===== src/rtl/asip_pkg.sv =====
// Shared types and sizing for the decode-stage hazard scoreboard.
package asip_pkg;

   localparam int NREGS        = 16;
   localparam int REG_W        = $clog2(NREGS);
   localparam int MAX_INFLIGHT = 4;
   localparam int CNT_W        = 16;
   localparam int INF_W        = $clog2(MAX_INFLIGHT + 1);

   typedef logic [REG_W-1:0] reg_idx_t;

   // Decoded register usage of the instruction sitting in decode.
   // en = {rs2_en, rs1_en}, we = {we_vec, we_sc}.
   typedef struct packed {
      reg_idx_t   rs1;
      reg_idx_t   rs2;
      logic [1:0] en;
      logic       vec;
      reg_idx_t   rd;
      logic [1:0] we;
   } dec_hazard_t;

endpackage


===== src/rtl/scoreboard_bank.sv =====
// Pending-write bit vector for one register file, with same-cycle writeback bypass on its read ports.
module scoreboard_bank
   import asip_pkg::*;
(
   input  logic     clk,
   input  logic     reset,
   input  logic     set_en,
   input  reg_idx_t set_idx,
   input  logic     clr_en,
   input  reg_idx_t clr_idx,
   input  reg_idx_t src1_idx,
   input  reg_idx_t src2_idx,
   input  reg_idx_t dst_idx,
   output logic     src1_busy,
   output logic     src2_busy,
   output logic     dst_busy,
   output logic     retire
);

   logic [NREGS-1:0] pend;
   logic [NREGS-1:0] eff;

   // NOTE: eff gets a full default before the conditional clear, so no latch is inferred.
   always_comb begin
      eff = pend;
      if (clr_en) eff[clr_idx] = 1'b0;
   end

   assign src1_busy = eff[src1_idx];
   assign src2_busy = eff[src2_idx];
   assign dst_busy  = eff[dst_idx];
   assign retire    = clr_en & pend[clr_idx];

   // NOTE: non-blocking assignments; the later set overrides the earlier clear of the same bit.
   always_ff @(posedge clk) begin
      if (reset) begin
         pend <= '0;
      end else begin
         if (clr_en) pend[clr_idx] <= 1'b0;
         if (set_en) pend[set_idx] <= 1'b1;
      end
   end

endmodule


===== src/rtl/hazard_scoreboard.sv =====
// Decode-stage hazard scoreboard: stalls/bubbles on RAW, WAW or full in-flight capacity, tracks retires.
module hazard_scoreboard
   import asip_pkg::*;
(
   input  logic             clk,
   input  logic             reset,
   input  logic             dec_valid,
   input  logic [REG_W-1:0] dec_rs1,
   input  logic [REG_W-1:0] dec_rs2,
   input  logic             dec_rs1_en,
   input  logic             dec_rs2_en,
   input  logic             dec_rs_vec,
   input  logic [REG_W-1:0] dec_rd,
   input  logic             dec_we_sc,
   input  logic             dec_we_vec,
   input  logic             flush,
   input  logic             wb_valid,
   input  logic [REG_W-1:0] wb_rd,
   input  logic             wb_vec,
   output logic             stall,
   output logic             bubble,
   output logic             issue,
   output logic             idle,
   output logic [CNT_W-1:0] stall_cycles
);

   dec_hazard_t      dec;
   logic [INF_W-1:0] inflight;
   logic sc_src1, sc_src2, sc_dst, sc_retire;
   logic vec_src1, vec_src2, vec_dst, vec_retire;
   logic go, writes, retire, raw, waw, full, hazard, issue_w;

   assign dec = '{rs1: dec_rs1, rs2: dec_rs2, en: {dec_rs2_en, dec_rs1_en},
                  vec: dec_rs_vec, rd: dec_rd, we: {dec_we_vec, dec_we_sc}};

   scoreboard_bank u_sc (
      .clk       (clk),
      .reset     (reset),
      .set_en    (issue & dec.we[0]),
      .set_idx   (dec.rd),
      .clr_en    (wb_valid & ~wb_vec),
      .clr_idx   (wb_rd),
      .src1_idx  (dec.rs1),
      .src2_idx  (dec.rs2),
      .dst_idx   (dec.rd),
      .src1_busy (sc_src1),
      .src2_busy (sc_src2),
      .dst_busy  (sc_dst),
      .retire    (sc_retire)
   );

   scoreboard_bank u_vec (
      .clk       (clk),
      .reset     (reset),
      .set_en    (issue & dec.we[1]),
      .set_idx   (dec.rd),
      .clr_en    (wb_valid & wb_vec),
      .clr_idx   (wb_rd),
      .src1_idx  (dec.rs1),
      .src2_idx  (dec.rs2),
      .dst_idx   (dec.rd),
      .src1_busy (vec_src1),
      .src2_busy (vec_src2),
      .dst_busy  (vec_dst),
      .retire    (vec_retire)
   );

   assign go     = dec_valid & ~flush;
   assign writes = |dec.we;
   assign retire = sc_retire | vec_retire;
   assign raw    = dec.vec ? ((dec.en[0] & vec_src1) | (dec.en[1] & vec_src2))
                           : ((dec.en[0] & sc_src1)  | (dec.en[1] & sc_src2));
   assign waw    = (dec.we[0] & sc_dst) | (dec.we[1] & vec_dst);
   // A retire this cycle frees a slot, so capacity is judged on inflight - retire.
   assign full   = writes & (inflight == INF_W'(MAX_INFLIGHT)) & ~retire;
   assign hazard = go & (raw | waw | full);

   assign stall   = hazard;
   assign issue   = go & ~hazard;
   assign bubble  = ~issue;
   assign idle    = (inflight == '0);
   assign issue_w = issue & writes;

   always_ff @(posedge clk) begin
      if (reset) begin
         inflight     <= '0;
         stall_cycles <= '0;
      end else begin
         if (issue_w && !retire)
            inflight <= inflight + 1'b1;
         else if (!issue_w && retire && inflight != '0)
            inflight <= inflight - 1'b1;
         if (stall && stall_cycles != '1)
            stall_cycles <= stall_cycles + 1'b1;
      end
   end

endmodule


===== config.mk =====
export PLATFORM = sky130hd
export DESIGN_NAME = hazard_scoreboard
export DESIGN_NICKNAME = d
export VERILOG_FILES = /design/src/rtl/asip_pkg.sv /design/src/rtl/scoreboard_bank.sv /design/src/rtl/hazard_scoreboard.sv
export SDC_FILE = /design/constraint.sdc
export NUM_CORES = 1
export LEC_CHECK = 0
export CORE_MARGIN = 1.5
export CORE_UTILIZATION = 59
export CTS_BUF_LIST = sky130_fd_sc_hd__clkbuf_4
export CTS_CLUSTER_SIZE = 8
export DETAILED_ROUTE_END_ITERATION = 8
export PLACE_DENSITY = 0.93
export SLEW_MARGIN = 20
export SYNTH_ARGS = -nofsm -noshare
export SYNTH_HDL_FRONTEND = slang
export SYNTH_SLANG_ARGS = --single-unit

===== constraint.sdc =====
create_clock -name clk -period 5.31 [get_ports clk]
set_clock_uncertainty 0.15 [all_clocks]
set_input_delay 1.062 -clock clk [delete_from_list [all_inputs] [get_ports clk]]
set_output_delay 1.062 -clock clk [all_outputs]
set_load 0.01 [all_outputs]

Word-level counts from Yosys, hierarchy flattened --
Cells that the tools add are included.
Word-level totals: register bits 51, input bits 27, output and inout port bits 20, logic and storage cells 90
Operators by class: add/sub/neg operators 3, order comparisons 6, equal/unequal tests 2, mux-type cells 29, bitwise operators 34, reductions and logical operators 12
Operator list (number):
- $mux 16 | 6
- $and 16x16->16 | 2
- $bmux 1 s4 | 8
- $or 16x16->16 | 2
- $lt 4x5->1 const B | 4
- $and 1x1->1 | 18
- $add 16x1->16 const B | 1
- $ne 16x16->1 const B | 1
- $not 16->16 | 1
- $mux 1 | 11
- $demux 1 s4 | 2
- $ge 4x1->1 const B | 2
- $logic_and 1x1->1 | 6
- $mux 3 | 2
- $or 1x1->1 | 6
- $not 1->1 | 5
- $add 3x1->3 const B | 1
- $eq 3x3->1 const B | 1
- $logic_not 3->1 | 1
- $reduce_bool 3->1 | 1
- $sub 3x1->3 const B | 1
- $logic_not 1->1 | 2
- $reduce_bool 2->1 | 1
- $reduce_or 2->1 | 1

Logic depth before layout (Yosys ltp) --
Gate-level depths: netlist (run 1).
depth in word-level cells 23, gate-level depth with buffers 14, mapped depth without buffers 12

Modules after synthesis --
Synthesis (run 1) repeated with hierarchy kept, for this count alone.
Second synthesis, totals: cells, all modules 470, area total of the unflattened synthesis 3878.7 um2
By module, submodules not included:
- scoreboard_bank (u_vec) | instances 1, cells an instance 162, area an instance 1300.0 um2, sequential area each 320.3 um2
- scoreboard_bank (u_sc) | instances 1, cells an instance 161, area an instance 1291.2 um2, sequential area each 320.3 um2
- hazard_scoreboard | instances 1, cells an instance 147, area an instance 1287.5 um2, sequential area each 380.4 um2

Worst setup path before layout (run 1) --
OpenSTA, ideal clock, no wires.
path type input to output, start input port wb_rd[3], end output port stall, data arrival time 3361 ps, data required time 4098 ps, path slack 737 ps, stages on the path 12, path buffers 4, path through buf_2 or4b_1 buf_2 nor3_2 nor4b_1 nor4_1 a311oi_1 or2_1 nor3_4 buf_4 buf_4 nor2_1
Between the ends: cells in the longest elaborated chain, start to end 15, elaborated cells between the ends (all ways) 44, classes of those cells 2 x order compare; 21 x mux; 20 x bitwise; 1 x reduce/logical
Ends and longest elaborated chain:
- from (decl) | line hazard_scoreboard.sv:18 | input logic [REG_W-1:0] wb_rd,
- $lt 4x5->1 (implied by the code) / $ge 4x1->1 (equally long branches) | line scoreboard_bank.sv:26 | if (clr_en) eff[clr_idx] = 1'b0;
- $logic_and 1x1->1 (implied by the code) | line scoreboard_bank.sv:26
- $mux 1 (implied by the code) | line scoreboard_bank.sv:26
- $demux 1 s4
- $not 16->16 (no source line)
- $and 16x16->16 (no source line)
- $mux 16 | line scoreboard_bank.sv:26
- $bmux 1 s4, on equally long branches | line scoreboard_bank.sv:29, scoreboard_bank.sv:30
- $mux 1, on equally long branches | line scoreboard_bank.sv:29, scoreboard_bank.sv:30
- $and 1x1->1, on equally long branches | line hazard_scoreboard.sv:72, hazard_scoreboard.sv:71
- $or 1x1->1, on equally long branches | line hazard_scoreboard.sv:72, hazard_scoreboard.sv:71
- $mux 1 | line hazard_scoreboard.sv:71 | assign raw = dec.vec ? ((dec.en[0] & vec_src1) | (dec.en[1] & vec_src2))
- $or 1x1->1 | line hazard_scoreboard.sv:76 | assign hazard = go & (raw | waw | full);
- $or 1x1->1 (*) | line hazard_scoreboard.sv:76
- $and 1x1->1 (*) | line hazard_scoreboard.sv:76
- to (decl) | line hazard_scoreboard.sv:20 | output logic stall,
Every way passes the cells marked *; elsewhere a longest branch is shown, timed or not. The select of a mux whose other input is x is not followed.

Worst setup path after layout (run 1) --
start input port wb_rd[0], end output port issue
Between the ends: cells in the longest elaborated chain, start to end 17, elaborated cells between the ends (all ways) 46, classes of those cells 2 x order compare; 21 x mux; 22 x bitwise; 1 x reduce/logical
Ends and longest elaborated chain:
- $lt 4x5->1 (implied by the code) / $ge 4x1->1 (equally long branches) | line scoreboard_bank.sv:26
- $logic_and 1x1->1 (implied by the code) | line scoreboard_bank.sv:26
- $mux 1 (implied by the code) | line scoreboard_bank.sv:26
- $demux 1 s4
- $not 16->16 (no source line)
- $and 16x16->16 (no source line)
- $mux 16 | line scoreboard_bank.sv:26
- $bmux 1 s4, on equally long branches | line scoreboard_bank.sv:29, scoreboard_bank.sv:30
- $mux 1, on equally long branches | line scoreboard_bank.sv:29, scoreboard_bank.sv:30
- $and 1x1->1, on equally long branches | line hazard_scoreboard.sv:72, hazard_scoreboard.sv:71
- $or 1x1->1, on equally long branches | line hazard_scoreboard.sv:72, hazard_scoreboard.sv:71
- $mux 1 | line hazard_scoreboard.sv:71
- $or 1x1->1 | line hazard_scoreboard.sv:76
- $or 1x1->1 (*) | line hazard_scoreboard.sv:76
- $and 1x1->1 (*) | line hazard_scoreboard.sv:76
- $not 1->1 (*) | line hazard_scoreboard.sv:79 | assign issue = go & ~hazard;
- $and 1x1->1 (*) | line hazard_scoreboard.sv:79
- to (decl) | line hazard_scoreboard.sv:22 | output logic issue,
Marked as above.

==> out/metrics.yaml, run 1 <==
run_status:
  status: "finished with violations"
  violations: "DRC, setup timing"
synth:
  ys_warn_count: 0
  avgSynthCellArea_um2: 8.213
  netlist_area_mm2: 0.004180
  synth_top_area_share_pct: 24.42
  ys.flop_type: "dfxtp_1"
  synth_edf_count: 0
  postSynthCellCount: 509
  synthArstFlopShare_pct: 0
  synth_area_leaders: "dfxtp_1 24%, o22ai_2 6.0%, mux4_2 4.8%"
  yosys.area.top_type: "dfxtp_1"
  ys_types: 74
  ys_seq_area_share_pct: 24.42
  synth.net_count: 538
  synth-seq-cells: 51
power:
  p_per_area_mw_per_mm2: 155.1
  power_mw: 0.8400
  irDropWorstVdd_uv: 199.6
  leakagePower_nw: 1.954
final_layout:
  diodes: 0
  final_util_pct: 79.27
  syn2layout_area_growth_pct: 29.54
  drive_gt1_share_pct: 27.69
  layout_commonest_cell: "buf_4"
  layout_common_cells: "80 x buf_4, 51 x dfxtp_1, 36 x nand2_1, 35 x clkdlybuf4s50_1, 26 x nor2_1"
  fin_area_mm2: 0.005415
  nNetsFinal: 631
drt:
  wire_per_inst_um: 24.26
  wl_met1_um: 5893
  vias_per_cell: 7.619
  wl_met2_um: 7158
  met3WireLength_um: 2494
  drt_iter0_drc: 1191
  dr.pass1.iters: 9
  drc_errors: 41
  highest_layer: "met4"
  drtAntennaViolNets: 0
  vias: 5326
  wirelength_um: 16960
timing:
  fmax_mhz: 186.4
  slew_viol_final: 0
  period_share_pct: 101.0
  period_minus_slack_ns: 5.364
  worst_slack_ns: -0.05398
  timing.setup.tns_ns: -0.05398
  tightest_slew_ns: 0.8919
  hold_violations: 0
  max_slew_margin_pct: 40.40
  setup_violations: 1
critical_path:
  endpoint_kind: "output port"
  cp.required_ns: 4.10
  critPathLaunchType: "input pin"
  arrival_ns: 4.15
  r2r_slack_ns: 1.71
  worstSetupPathType: "in -> out"
  crit_path_max_fanout: 7
floorplan:
  core_mm2: 0.006832
  row_count: 30
  fp.dieW_um: 87.18
  io_pins: 47
  initial_core_util_pct: 61.19
  die-area_mm2: 0.007599
  die_h_um: 87.18
hold_path:
  hold_class: "reg -> reg"
place:
  dp_hpwl_um: 11270
  gp_congestion: 1.241
  placed_area_mm2: 0.005160
  io_buffers: 46
clock_tree:
  clock-root-buffer: "clkbuf_4"
  clock_latency_ns: 0.38
  clock_path_buffers: 2
  h-tree-depth: 2
  cts_tree: "built"
  clock_sinks: 51
  cts_inserted_buffers: 5
  clkTransAtPathRegs_ns: 0.17
global_routing:
  grt_overflow: 0
  track_usage_pct: 44.89
  grt_pass1_wl_um: 25960
  antenna_found_initial: 0
  grt_max_degree: 36
  grt_pass1_vias: 5026
run:
  cap_violations: 0
## cells in the mapped netlist (4+ instances only)
cell / count
dfxtp_1: 51
nand2_1: 38
nor2_1: 26
o21ai_0: 26
nand3_1: 23
o22ai_1: 20
o22ai_2: 20
clkbuf_1: 19
a21oi_1: 17
buf_2: 17
nand2b_1: 16
o31ai_1: 16
nor2b_1: 14
mux2i_1: 13
nand4_1: 13
nor3_1: 13
o21ai_1: 13
or4_1: 12
inv_1: 10
nor4_1: 10
and3_1: 9
mux2_2: 9
mux4_2: 9
o2111ai_1: 5
a211oi_1: 4
nand4b_1: 4
nand4bb_1: 4
o32ai_1: 4
xor2_1: 4
## registers in the layout, indices dropped and copies added, names as in the netlist
signal	flops
inflight	3
u_vec.pend	16
stall_cycles	16
u_sc.pend	16
## layer usage
layer	vias to the layer above	track usage, %
met5	-	11.89
met4	0	26.70
met3	218	21.04
met2	534	64.83
met1	2391	53.29
li1	2183	-
## worst paths after layout
| path | start | to | cells after the start |
|---|---|---|---|
| worst max register to register | u_vec.pend[3]$_SDFF_PP0_ | inflight[2]$_SDFFE_PP0P_ | 13 |
| worst min register to register | stall_cycles[13]$_SDFFE_PP0P_ | stall_cycles[13]$_SDFFE_PP0P_ | 2 |
| worst min-delay path | stall_cycles[13]$_SDFFE_PP0P_ | stall_cycles[13]$_SDFFE_PP0P_ | 2 |
| worst max-delay path | wb_rd[0] | issue | 11 |
## power by group
group,internal (mW),switching (mW)
Sequential,0.388,0.00698
Combinational,0.103,0.152
Clock,0.0543,0.136
Total,0.545,0.295
## what timing repair did
item                       CTS  global route
pin swaps                    2            10
setup endpoints to repair    3             3
resized for setup           23            32
hold buffers                 0             0
buffers inserted             1             2
gates cloned                 0             0
## per-stage QoR
step           setup WS [ns]  hold WS, ns  std cells
6_report            -0.05398       0.3577        699
5_1_grt              -0.1403       0.3819        699
4_1_cts              0.01306       0.3556        697
3_5_place_dp         -0.2706       0.3349        688
3_3_place_gp        -0.04171       0.3180        688
2_1_floorplan         0.7365       0.3426        509
## kinds of logic (layout without fill, tap and decap cells)
group | Yosys count | in the layout | synth area share (%)
xor+xnor | 6 | 6 | 1.257
simple gates | 208 | 208 | 29.18
compound gates | 156 | 156 | 27.60
mux | 33 | 33 | 10.92
flops | 51 | 51 | 24.42
fa+ha+maj | 2 | 2 | 0.7782
buf+inv | 53 | 147 | 5.836
## critical path, stage by stage
cell	delay [ns]
dlygate4sd2_1	0.32
nand2b_1	0.32
o21ai_1	0.35
o32ai_1	0.15
nor4_2	0.42
a41oi_1	0.23
nand4bb_4	0.34
nor3_4	0.26
nand2_2	0.12
clkinv_2	0.06
clkdlybuf4s50_1	0.53
## final cells by class
type / count / area [um2]
sequential: 51 / 1021
multi-input combinational: 405 / 3092
clock buffer: 5 / 37.54
clock inverter: 3 / 23.77
inverter: 11 / 42.54
fill: 381 / 1416
timing repair buffer: 128 / 1079
tap: 96 / 120.1
Power figures use the tool's default switching activity.
==> inputs of run 2 (changes only) <==
CAP_MARGIN = 20   (was default)
CORE_UTILIZATION = 53   (was 59)
PLACE_DENSITY = 0.89   (was 0.93)
clock period = 4.9 ns   (was 5.31 ns; I/O delays follow)
==> run 2 against run 1 <==
  * The run now ends clean
  * Global-route usage decreased by 6.8 points
  * Non-clock buffer count rose by 39
  * Die area up 11%
  * Critical path depth increased by 1
  * Critical endpoint is now stall
  * Largest power group unchanged
==> out/metrics.yaml, run 2 (synthesized netlist as in run 1, its figures left out) <==
critical_path:
  critPathLaunchType: "input pin"
  crit_path_max_fanout: 6
  r2r-start: "u_vec.pend[3]$_SDFF_PP0_"
  arrival_ns: 3.66
  endpoint_kind: "output port"
  reg2reg_to: "inflight[2]$_SDFFE_PP0P_"
  worstSetupPathType: "in -> out"
  cp.required_ns: 3.77
  reg2regPathDepth: 13
  r2r_slack_ns: 1.56
clock_tree:
  clock_path_buffers: 2
  h-tree-depth: 2
  cts_inserted_buffers: 5
  cts_tree: "built"
  clock_sinks: 51
  clock_latency_ns: 0.40
  clock-root-buffer: "clkbuf_4"
  hold_buffers: 0
  clkTransAtPathRegs_ns: 0.19
power:
  p_sw_mw: 0.3310
  leakagePower_nw: 2.127
  comb_power_share_pct: 31.5
  power_frac_clock_pct: 23.4
  seqPwrFrac_pct: 45.2
  irDropWorstVdd_uv: 107.6
  power_mw: 0.9482
  power_switching_share_pct: 34.91
  p_per_area_mw_per_mm2: 164.6
  internal_power_mw: 0.6172
global_routing:
  grt_pass1_wl_um: 25060
  grt_overflow: 0
  grt_pass1_vias: 4834
  track_usage_pct: 38.08
  antenna_found_initial: 0
  grt_max_degree: 36
final_layout:
  diodes: 0
  drive_gt1_share_pct: 32.71
  layout_common_cells: "113 x buf_4, 51 x dfxtp_1, 36 x nand2_1, 35 x clkdlybuf4s50_1, 26 x nor2_1"
  nNetsFinal: 670
  layout_commonest_cell: "buf_4"
  finalNonFillerCells: 744
  reg_top3: "stall_cycles: 16 flops, u_sc.pend: 16 flops, u_vec.pend: 16 flops"
  syn2layout_area_growth_pct: 37.80
timing:
  fmax_mhz: 208.7
  tightest_slew_ns: 0.9106
  period_minus_slack_ns: 4.792
  period_share_pct: 97.80
  hold_violations: 0
  slew_viol_final: 0
  max_slew_margin_pct: 39.15
  worst_slack_ns: 0.1078
  fin_worst_hold_slack_ns: 0.3588
  setup_violations: 0
place:
  dp_cells: 731
  dp_hpwl_um: 12170
  io_buffers: 46
  pre_cts_ws_ns: -0.5056
  gp_congestion: 1.074
run_status:
  status: "finished clean"
hold_path:
  holdPathEnd: "stall_cycles[11]$_SDFFE_PP0P_"
  hp-start: "stall_cycles[11]$_SDFFE_PP0P_"
  hold_depth: 2
  hold_class: "reg -> reg"
floorplan:
  row_count: 32
  fp.dieW_um: 91.81
  io_pins: 47
  core_mm2: 0.007687
  die-area_mm2: 0.008429
  die_h_um: 91.81
  initial_core_util_pct: 54.38
drt:
  dr.pass1.iters: 7
  drtAntennaViolNets: 0
  drc_errors: 0
  wirelength_um: 16450
  drt_iter0_drc: 494
  wire_per_inst_um: 22.11
  vias: 5066
  vias_per_cell: 6.809
run:
  cap_violations: 0
## run 2: power by group through the flow
| stage | logic [mW] | registers (mW) | clock network [mW] |
|---|---|---|---|
| after floorplan | 0.146 | 0.434 | 0 |
| after global placement | 0.262 | 0.436 | 0 |
| after detailed placement | 0.269 | 0.436 | 0 |
| after CTS | 0.281 | 0.428 | 0.221 |
| after global routing | 0.316 | 0.429 | 0.233 |
| final | 0.298 | 0.428 | 0.222 |
## run 2: worst max-delay path by stage
| stage | start | to | slack (ns) | depth (start not counted) |
|---|---|---|---|---|
| floorplan | wb_rd[3] | stall | 0.49 | 12 |
| global placement | wb_rd[2] | issue | -0.38 | 11 |
| detailed placement | wb_rd[2] | issue | -0.51 | 11 |
| CTS | dec_rs1[0] | bubble | 0.009 | 13 |
| global route | wb_rd[2] | stall | -0.03 | 12 |
| finish | dec_rd[0] | stall | 0.11 | 12 |
## run 2: worst max-delay path, stage by stage
cell	delay, ns
clkdlybuf4s50_1	0.62
buf_4	0.18
nor2b_1	0.25
nand3_1	0.23
nand2b_1	0.21
nand4_1	0.12
nor3_2	0.09
nand4bb_4	0.26
nor3_4	0.27
buf_6	0.14
nor2_1	0.03
dlygate4sd2_1	0.28
## run 2: layout make-up
cell class | count | area [um2]
well taps | 102 | 127.6
inverters | 11 | 42.54
flip-flops and latches | 51 | 1021
repair buffers | 167 | 1408
clock buffers | 5 | 37.54
fillers | 592 | 1927
multi-input cells | 405 | 3098
clock inverters | 3 | 26.28
## run 2: what timing repair did
item | in CTS | in global routing
pin swaps | 8 | 6
endpoints found under the setup margin | 3 | 3
gates resized for setup | 45 | 18
setup buffers | 2 | 3
## run 2: per-stage QoR
step	cell area, um2	utilization [%]	setup TNS (ns)
3_5_place_dp	5445	70.83	-1.507
5_1_grt	5761	74.93	-0.04867
3_3_place_gp	5445	70.83	-1.058
4_1_cts	5677	73.84	0
6_report	5761	74.93	0
2_1_floorplan	4180	-	0
## run 2: metal layers
layer | global-route usage [%] | vias to the layer above | wire [um]
li1 | - | 2249 | -
met1 | 50.13 | 2395 | 6459
met2 | 59.70 | 353 | 7513
met3 | 6.468 | 69 | 1676
met4 | 20.00 | 0 | 803
met5 | 0 | - | 0
